[config.mk]
export PLATFORM = sky130hd
export DESIGN_NAME = flit_packetizer
export DESIGN_NICKNAME = d
export VERILOG_FILES = /design/src/rtl/noc_pkg.sv /design/src/rtl/flit_packetizer_credit_counter.sv /design/src/rtl/flit_packetizer.sv
export SDC_FILE = /design/constraint.sdc
export NUM_CORES = 1
export LEC_CHECK = 0
export CORE_ASPECT_RATIO = 0.8
export CORE_MARGIN = 5
export CORE_UTILIZATION = 40
export DETAILED_ROUTE_END_ITERATION = 8
export PLACE_DENSITY_LB_ADDON = 0.15
export SLEW_MARGIN = 20
export SYNTH_ARGS = -nofsm -noshare
export SYNTH_HDL_FRONTEND = slang
export SYNTH_SLANG_ARGS = --single-unit
[constraint.sdc]
create_clock -name clk -period 6.61 [get_ports clk]
set_clock_uncertainty 0.1 [all_clocks]
set_input_delay 1.322 -clock clk [delete_from_list [all_inputs] [get_ports clk]]
set_output_delay 1.322 -clock clk [all_outputs]
set_load 0.01 [all_outputs]
[src/rtl/noc_pkg.sv]
// ============================================================================
// noc_pkg : flit format, port ids and packetizer FSM state shared across the NoC
// Rev 1.0
// ============================================================================
`default_nettype none

package noc_pkg;

    localparam logic [1:0] FLIT_HEAD = 2'b00;
    localparam logic [1:0] FLIT_BODY = 2'b01;
    localparam logic [1:0] FLIT_TAIL = 2'b10;
    localparam logic [1:0] FLIT_IDLE = 2'b11;

    localparam int PORT_NORTH = 0;
    localparam int PORT_EAST  = 1;
    localparam int PORT_SOUTH = 2;
    localparam int PORT_WEST  = 3;
    localparam int PORT_LOCAL = 4;

    // Bit positions inside the 8-bit flit: [7:5]=Y, [4:2]=X or [7:2]=payload, [1:0]=type
    localparam int TYPE_LSB = 0;
    localparam int X_LSB    = 2;
    localparam int Y_LSB    = 5;
    localparam int PL_LSB   = 2;

    typedef enum logic [0:0] {
        ST_IDLE    = 1'b0,
        ST_PAYLOAD = 1'b1
    } pkt_state_e;

endpackage

`default_nettype wire

[src/rtl/flit_packetizer_credit_counter.sv]
// ============================================================================
// credit_counter : saturating up/down credit count for one downstream buffer
// Rev 1.0
// ============================================================================
`default_nettype none

module credit_counter #(
    parameter int BUF_DEPTH = 4,
    parameter int CW        = $clog2(BUF_DEPTH + 1)
) (
    input  logic          clk,
    input  logic          rst,
    input  logic          consume,
    input  logic          credit_in,
    output logic [CW-1:0] credit_cnt,
    output logic          has_credit
);

    logic [CW-1:0] cnt_q;
    logic [CW-1:0] cnt_d;

    // A consume coinciding with a returned credit nets to zero; returns at full are dropped.
    always_comb begin
        cnt_d = cnt_q;
        if (consume && !credit_in) begin
            cnt_d = cnt_q - 1'b1;
        end else if (credit_in && !consume && (cnt_q != CW'(BUF_DEPTH))) begin
            cnt_d = cnt_q + 1'b1;
        end
    end

    always_ff @(posedge clk or negedge rst) begin
        if (!rst) begin
            cnt_q <= CW'(BUF_DEPTH);
        end else begin
            cnt_q <= cnt_d;
        end
    end

    assign credit_cnt = cnt_q;
    assign has_credit = (cnt_q != '0);

endmodule

`default_nettype wire

[src/rtl/flit_packetizer.sv]
// ============================================================================
// flit_packetizer : local-port injection engine, head/body/tail flit encoder
// with credit flow control. Optional tail counter: FLIT_PACKETIZER_PKT_CNT_EN
// Rev 1.0
// ============================================================================
`default_nettype none

module flit_packetizer
    import noc_pkg::*;
#(
    parameter int IP_SIZE   = 8,
    parameter int MESH_DIM  = 4,
    parameter int ROUTER_ID = 0,
    parameter int PKT_LEN   = 4,
    parameter int BUF_DEPTH = 4,
    parameter int CNT_W     = 16
) (
    input  logic               clk,
    input  logic               rst,
    input  logic               req_valid,
    output logic               req_ready,
    input  logic [2:0]         req_dest_x,
    input  logic [2:0]         req_dest_y,
    input  logic               pl_valid,
    output logic               pl_ready,
    input  logic [5:0]         pl_data,
    output logic [IP_SIZE-1:0] flit_out,
    output logic               flit_valid,
    input  logic               credit_in,
    output logic               busy
`ifdef FLIT_PACKETIZER_PKT_CNT_EN
    ,
    output logic [CNT_W-1:0]   pkt_sent_cnt
`endif
);

    localparam int BEAT_W = (PKT_LEN <= 2) ? 1 : $clog2(PKT_LEN);
    localparam int CRED_W = $clog2(BUF_DEPTH + 1);

    pkt_state_e          state_q, state_d;
    logic [BEAT_W-1:0]   beat_q, beat_d;
    logic [IP_SIZE-1:0]  flit_q, flit_d;
    logic                valid_q, valid_d;
    logic                has_credit;
    logic [CRED_W-1:0]   credit_cnt;
    logic                req_hs, pl_hs, is_tail;

    credit_counter #(
        .BUF_DEPTH (BUF_DEPTH),
        .CW        (CRED_W)
    ) u_credit (
        .clk        (clk),
        .rst        (rst),
        .consume    (req_hs | pl_hs),
        .credit_in  (credit_in),
        .credit_cnt (credit_cnt),
        .has_credit (has_credit)
    );

    assign req_ready = (state_q == ST_IDLE)    && has_credit;
    assign pl_ready  = (state_q == ST_PAYLOAD) && has_credit;
    assign req_hs    = req_valid && req_ready;
    assign pl_hs     = pl_valid && pl_ready;
    assign is_tail   = (beat_q == BEAT_W'(PKT_LEN - 2));

    always_comb begin
        state_d                   = state_q;
        beat_d                    = beat_q;
        valid_d                   = 1'b0;
        flit_d                    = '0;
        flit_d[TYPE_LSB +: 2]     = FLIT_IDLE;
        if (req_hs) begin
            flit_d[Y_LSB +: 3]    = req_dest_y;
            flit_d[X_LSB +: 3]    = req_dest_x;
            flit_d[TYPE_LSB +: 2] = FLIT_HEAD;
            valid_d               = 1'b1;
            beat_d                = '0;
            state_d               = ST_PAYLOAD;
        end else if (pl_hs) begin
            flit_d[PL_LSB +: 6]   = pl_data;
            flit_d[TYPE_LSB +: 2] = is_tail ? FLIT_TAIL : FLIT_BODY;
            valid_d               = 1'b1;
            beat_d                = beat_q + 1'b1;
            if (is_tail) begin
                state_d           = ST_IDLE;
                beat_d            = '0;
            end
        end
    end

    always_ff @(posedge clk or negedge rst) begin
        if (!rst) begin
            state_q <= ST_IDLE;
            beat_q  <= '0;
            valid_q <= 1'b0;
            flit_q  <= IP_SIZE'(FLIT_IDLE);
        end else begin
            state_q <= state_d;
            beat_q  <= beat_d;
            valid_q <= valid_d;
            flit_q  <= flit_d;
        end
    end

    assign flit_out   = flit_q;
    assign flit_valid = valid_q;
    assign busy       = (state_q != ST_IDLE);

`ifdef FLIT_PACKETIZER_PKT_CNT_EN
    logic [CNT_W-1:0] pkt_cnt_q;

    always_ff @(posedge clk or negedge rst) begin
        if (!rst) begin
            pkt_cnt_q <= '0;
        end else if (pl_hs && is_tail) begin
            pkt_cnt_q <= pkt_cnt_q + 1'b1;
        end
    end

    assign pkt_sent_cnt = pkt_cnt_q;
`else
`endif

`ifndef SYNTHESIS
    // Out-of-mesh destinations are still encoded as given; flag them in simulation only.
    always @(posedge clk) begin
        if (rst) begin
            assert (PKT_LEN >= 2 && IP_SIZE == 8 && CNT_W > 0 && ROUTER_ID < MESH_DIM * MESH_DIM)
            else $error("flit_packetizer: illegal parameter set");
            if (req_hs) begin
                assert (int'(req_dest_x) < MESH_DIM && int'(req_dest_y) < MESH_DIM)
                else $error("flit_packetizer: destination (%0d,%0d) outside mesh", req_dest_x, req_dest_y);
            end
        end
    end
`endif

endmodule

`default_nettype wire
Word-level counts from Yosys, hierarchy flattened
Index checks and enable logic that the tools add are counted.
{ "word_totals": {"register_bits": 15, "output_inout_bits": 12, "word_cells": 39} }
{ "op_classes": {"addsub": 3, "eq_ne": 2, "n_mux": 13, "n_bitwise": 2, "n_reduce_logical": 14} }
{ "op_table": {"columns": ["cell", "count"], "rows": [
  ["two-way mux 8 bit", 2],
  ["two-way mux 2 bit", 4],
  ["logical AND 1 bit", 7],
  ["two-way mux 3 bit", 2],
  ["nonzero test 2 bit", 3],
  ["two-way mux 1 bit", 5],
  ["adder 3 x 1 -> 3 bit, second input constant", 1],
  ["!= test 3 bit, second input constant", 1],
  ["nonzero test 3 bit", 1],
  ["subtractor 3 x 1 -> 3 bit, second input constant", 1],
  ["adder 2 x 1 -> 2 bit, second input constant", 1],
  ["== test 2 bit, second input constant", 1],
  ["zero test 1 bit", 2],
  ["AND reduction 2 bit", 1],
  ["inverter 1 bit", 1],
  ["OR 1 bit", 1]
]} }

Depth between registers and ports, before layout
Gate-level depths: netlist (run 1).
{ "depth": {"depth_word": 9, "depth_mapped": 8, "depth_no_buf": 7} }

Cells and area by module
A second synthesis (run 1) with hierarchy kept.
{ "unflattened": {"cells_unflattened": 85, "hier_area_um2": 842.1} }
{ "modules_own_cells": {"columns": ["module", "n_inst", "cells_per_inst", "area_per_inst_um2"], "rows": [
  ["flit_packetizer", 1, 54, 564.3],
  ["credit_counter", 1, 31, 277.8]
]} }

Worst setup path after synthesis (run 1)
Ideal clock, no wire load.
{ "synth_timing": {"kind": "input to register", "from": "in credit_in", "to": "reg u_credit.cnt_q[2] (netlist: u_credit.credit_cnt[2])", "setup_time_ns": 0.077, "t_arrival_ns": 2.858, "required_ns": 6.433, "setup_slack_ns": 3.574, "cell_stages": 5, "cell_sequence": "buf_1 or3_2 fa_1 o311a_1 o22ai_1"} }
{ "synth_via": {"elab_chain_cells": 3} }
{ "synth_rtl": {"columns": ["element", "line", "source"], "rows": [
  ["start: declaration", "flit_packetizer.sv:29", "input logic credit_in,"],
  ["zero test 1 bit or logical AND 1 bit (tied branches)", "flit_packetizer_credit_counter.sv:25, flit_packetizer_credit_counter.sv:27", null],
  ["logical AND 1 bit (on tied branches)", "flit_packetizer_credit_counter.sv:25, flit_packetizer_credit_counter.sv:27", null],
  ["two-way mux 3 bit or nonzero test 2 bit (tied branches)", null, null],
  ["end signal: assignment", "flit_packetizer_credit_counter.sv:34", "cnt_q <= CW'(BUF_DEPTH);"],
  ["end signal: assignment", "flit_packetizer_credit_counter.sv:36", "cnt_q <= cnt_d;"],
  ["end: declaration", "flit_packetizer_credit_counter.sv:19", "logic [CW-1:0] cnt_q;"]
]} }
Several ways; a longest one is shown, not always the timed one.
A chain may end at the register's enable or synchronous reset.

Final worst setup path (run 1)
Same ends and word-level chain as after synthesis.

==> flow_summary.yaml, run 1 <==
sta:
  rsz0062_at_grt: "no"
  tns_ns: 0
  maxSlewHeadroom: 0.577
  fmax_mhz: 307
  fin_crit_sh: 0.494
  max_slew.worst_pin.slew_ns: 0.633
  finalHoldViolCount: 0
  finalSetupViolCount: 0
  min_period_ns: 3.26
  setup_ws_ns: 3.35
  slew_violations: 0
worst_setup_path:
  path_class: "primary input to flop"
  cp-start-kind: "primary input"
  cp_data_arrival_time_ns: 3.37
  crit_path_end_kind: "flop"
  crit_required_ns: 6.72
  crit_fanout: 10
floorplan:
  fp.dieH_microns: 49.6
  start_util: 0.419
  core_sq_mm: 0.00187
  std_cell_rows: 14
  pin_count: 29
  die-area_sq_mm: 0.00296
  fp.dieW_microns: 59.6
finish:
  regArea_sq_um: 379
  syn2layout_area_growth_pct: 38.9
  antennaDiodeCount: 0
  multi_input_area_sq_um: 364
  fin_cells: 122
  nets: 117
  fillers: 166
  fin_area_sq_mm: 0.00109
  drive_above_1_share: 0.143
min_path:
  min_path_type: "flop to flop"
global_routing:
  grt_pass1_wl_mm: 2.52
  use_met3: 0.0522
  grt_pass1_vias: 554
  use_met2: 0.153
  antenna_found_initial: 0
  overflow: 0
  grt_util_met1: 0.159
  grt_max_degree: 16
  busiest_layer: "met1"
  track_usage: 0.111
cts:
  htreeDepth: 1
  root_buffer: "clkbuf_4"
  cts_hold_buf: 0
  ctsResizeCount: 0
  clk_path_buf_depth: 2
  cts_setup_buffers: 0
  cts_made_buffers: 3
  path_clk_slew_ns: 0.08
  cts_tree: "done"
  clock_latency_ns: 0.27
  numClockSinks: 15
routing:
  drt-initial-drc-count: 12
  ant_nets: 0
  drt-total-wl_mm: 1.46
  drt-vias-per-instance: 5.13
  wl_per_cell_microns: 12.0
  firstDrtPassIters: 4
  vias: 626
  drcViolationCount: 0
placement:
  globalplace.congestion: 0.708
  dpl_cell_area_sq_mm: 0.00106
  dp_hpwl_mm: 1.15
  pre_cts_ws_ns: 3.07
  dp_cells: 118
  port_buffers: 28
flow_run:
  cap_viol_max_count: 0
pwr:
  ir_drop_v: 0.000257
  cellPowerDensity_mw_per_mm2: 395
  p_leak_nw: 0.448
synth:
  synth_top_area_cell: "dfrtp_1"
  netlist_top_cells_count: "dfrtp_1, nor2_1, a22o_1, a21oi_1, o21ai_0"
  synth_edf_count: 0
  yosys-top-cells-area: "dfrtp_1, dfstp_2, a22o_1"
  synth_top_area_frac: 0.382
  ys.flop_type: "dfrtp_1"
  ys_async_sr_fraction: 1.00
  synth.distinct_cells: 34
  syn_area_per_cell_sq_um: 11.2
  syn_nets: 88
  ys_seq_area_frac: 0.482
  syn_area_sq_um: 786
  synthMostInstantiatedCell: "dfrtp_1"
  ys.warnings.count: 0
  synth_cells: 70
  ys_ff_latch: 15
status:
  status: "finished, final reports clean"
==> report_power, final <==
part / switching (mW) / internal [mW]
combinational: 0.0891 / 0.118
sequential: 0.0414 / 0.132
clock: 0.0262 / 0.0234
total: 0.157 / 0.274
==> per-stage QoR <==
step                      power [mW]  hold WS [ns]  utilization
after CTS                      0.436         0.469        0.582
after floorplan                0.307         0.415            -
after global routing           0.469         0.517        0.582
after detailed placement       0.386         0.446        0.568
after global placement         0.381         0.445        0.568
final                          0.431         0.464        0.582
==> area by class of cell <==
type,instances,share of cell area
flip-flops and latches,15,0.347
multi-input cells,48,0.334
repair buffers,28,0.257
well taps,24,0.0275
clock buffers,4,0.0241
inverters,3,0.0103
==> sequential cells by signal, summed over array words and instances, names as in the netlist <==
register,count
flit_out,8
u_credit.credit_cnt,3
beat_q,2
busy,1
flit_valid,1
==> cells in the final DEF, fill, tap and decap left out, drive strengths merged, types with 3 or more instances in the layout <==
cell,count
clkdlybuf4s50,28
dfrtp,12
nor2,8
a22o,6
o21ai,4
a21oi,4
clkbuf,4
inv,3
dfstp,3
nand2,3
mux2i,3
==> logic make-up (layout without fill, tap and decap cells) <==
family / count (synthesis) / after routing / share of synthesized area
muxes: 4 / 4 / 0.0685
adders and majority gates: 1 / 1 / 0.0255
and+or+nand+nor: 21 / 21 / 0.161
AOI/OAI and AO/OA: 21 / 21 / 0.197
buffers and inverters: 7 / 35 / 0.0541
DFF: 15 / 15 / 0.482
xor gates and xnor gates: 1 / 1 / 0.0111
==> layer usage <==
layer	routed length [microns]	vias to the layer above
met5	0	-
met4	0	0
met3	148	0
met2	643	24
met1	670	288
li1	-	314
==> path summary, 6_finish.rpt <==
path                       depth (start not counted)      start  slack [ns]                      to
hold / removal                                     2  beat_q[1]        0.46             flit_out[1]
setup reg to reg                                   5       busy        4.32  u_credit.credit_cnt[2]
min in group asynchronous                          1        rst        1.33             flit_out[2]
setup / recovery                                   5  credit_in        3.35  u_credit.credit_cnt[2]
max in group asynchronous                          1        rst        4.67  u_credit.credit_cnt[0]
hold reg to reg                                    2  beat_q[1]        0.46             flit_out[1]
==> worst max-delay path, cell delays in order <==
cell	delay [ns]
clkdlybuf4s50_1	0.59
or3_2	0.55
fa_1	0.43
o311a_1	0.30
o22ai_1	0.16
(Power assumes the default switching activity.)
==> run 2: changes to the inputs <==
- CORE_UTILIZATION: 40 -> 38
- clock period: 6.61 -> 2.94 ns (I/O delays scaled with it)
==> flow_summary.yaml, run 2 (synthesis gave the netlist of run 1 again) <==
routing:
  ant_nets: 0
  drt-initial-drc-count: 15
  drt-total-wl_mm: 1.76
  drt-vias-per-instance: 5.10
  wl_per_cell_microns: 14.3
  firstDrtPassIters: 4
  drcViolationCount: 0
  vias: 627
finish:
  multi_input_area_sq_um: 364
  fin_cells: 123
  syn2layout_area_growth_pct: 40.0
  largest_reg_flops: 8
  fillers: 184
  final_common_cell: "clkdlybuf4s50_1"
  final_cell_mix: "clkdlybuf4s50_1, dfrtp_1, nor2_1, a22o_1"
  regArea_sq_um: 379
  drive_above_1_share: 0.162
  nets: 118
  antennaDiodeCount: 0
sta:
  finalSetupViolCount: 0
  min_period_ns: 2.49
  max_slew.worst_pin.slew_ns: 0.685
  finalHoldViolCount: 0
  slew_violations: 0
  fin_crit_sh: 0.848
  maxSlewHeadroom: 0.542
  fmax_mhz: 401
  rsz0062_at_grt: "no"
  tns_ns: 0
global_routing:
  antenna_found_initial: 0
  grt_pass1_wl_mm: 2.89
  grt_max_degree: 16
  overflow: 0
  track_usage: 0.128
  grt_pass1_vias: 607
status:
  status: "finished, final reports clean"
floorplan:
  die-area_sq_mm: 0.00308
  std_cell_rows: 14
  core_sq_mm: 0.00193
  start_util: 0.408
  fp.dieW_microns: 60.8
  fp.dieH_microns: 50.7
  pin_count: 29
placement:
  globalplace.congestion: 0.696
  port_buffers: 28
  dp_cells: 119
  dp_hpwl_mm: 1.34
worst_setup_path:
  r2r_start: "busy"
  cp_data_arrival_time_ns: 2.60
  crit_fanout: 7
  crit_path_end_kind: "flop"
  cp-start-kind: "primary input"
  setup.worst_path.start: "pl_valid"
  crit_required_ns: 3.05
  path_class: "primary input to flop"
cts:
  clk_path_buf_depth: 2
  cts_setup_buffers: 0
  clock_latency_ns: 0.29
  cts_tree: "done"
  root_buffer: "clkbuf_4"
  cts_made_buffers: 3
  path_clk_slew_ns: 0.08
  cts_hold_buf: 0
  htreeDepth: 1
  ctsResizeCount: 0
  numClockSinks: 15
pwr:
  cellPowerDensity_mw_per_mm2: 905
  ir_drop_v: 0.000545
  p_leak_nw: 0.456
min_path:
  min_path_type: "flop to flop"
  hp-start: "beat_q[1]"
flow_run:
  cap_viol_max_count: 0
==> run 2: cell count changes in the layout (fill, tap and decap cells not counted) <==
cell / change
clkinv_2: +1
clkbuf_1: -1
buf_4: +1
==> run 2: stage by stage <==
| step | power, mW | setup slack, ns | hold slack (ns) | area, sq um | util |
|---|---|---|---|---|---|
| after floorplan | 0.690 | 0.638 | 0.192 | 786 | - |
| after global placement | 0.861 | 0.197 | 0.445 | 1070 | 0.556 |
| after detailed placement | 0.884 | 0.145 | 0.444 | 1070 | 0.556 |
| after CTS | 1.01 | 0.454 | 0.452 | 1100 | 0.571 |
| after global routing | 1.07 | 0.352 | 0.491 | 1100 | 0.571 |
| final | 0.996 | 0.446 | 0.454 | 1100 | 0.571 |
==> run 2: worst max-delay path, stage by stage <==
cell,delay (ns)
clkdlybuf4s50_1,0.54
mux2i_4,0.13
or3_2,0.44
fa_1,0.47
a311oi_1,0.23
a2bb2oi_1,0.19
==> run 2: layout make-up <==
cell class,count,share of cell area
clock buffer,3,0.0205
clock inverter,1,0.00455
inverter,3,0.0102
multi-input combinational,48,0.331
sequential,15,0.345
tap,24,0.0273
timing repair buffer,29,0.262
==> run 2: final timing paths <==
path | end | slack, ns | depth (start not counted)
setup / recovery | u_credit.credit_cnt[1] | 0.45 | 6
hold / removal | flit_out[1] | 0.45 | 2
setup reg to reg | u_credit.credit_cnt[1] | 0.64 | 5
hold reg to reg | flit_out[1] | 0.45 | 2
max in group asynchronous | flit_out[4] | 1.70 | 1
min in group asynchronous | u_credit.credit_cnt[0] | 0.61 | 1
==> run 2: metal layers <==
metal / track usage / share of wire
met5: 0 / 0
met4: 0.0217 / 0.0057
met3: 0.0615 / 0.085
met2: 0.180 / 0.43
met1: 0.180 / 0.48
==> run 2: power breakdown <==
group          switching, mW  total [mW]  internal (mW)
clock network         0.0653       0.116         0.0506
logic                  0.218       0.486          0.268
registers             0.0956       0.393          0.298
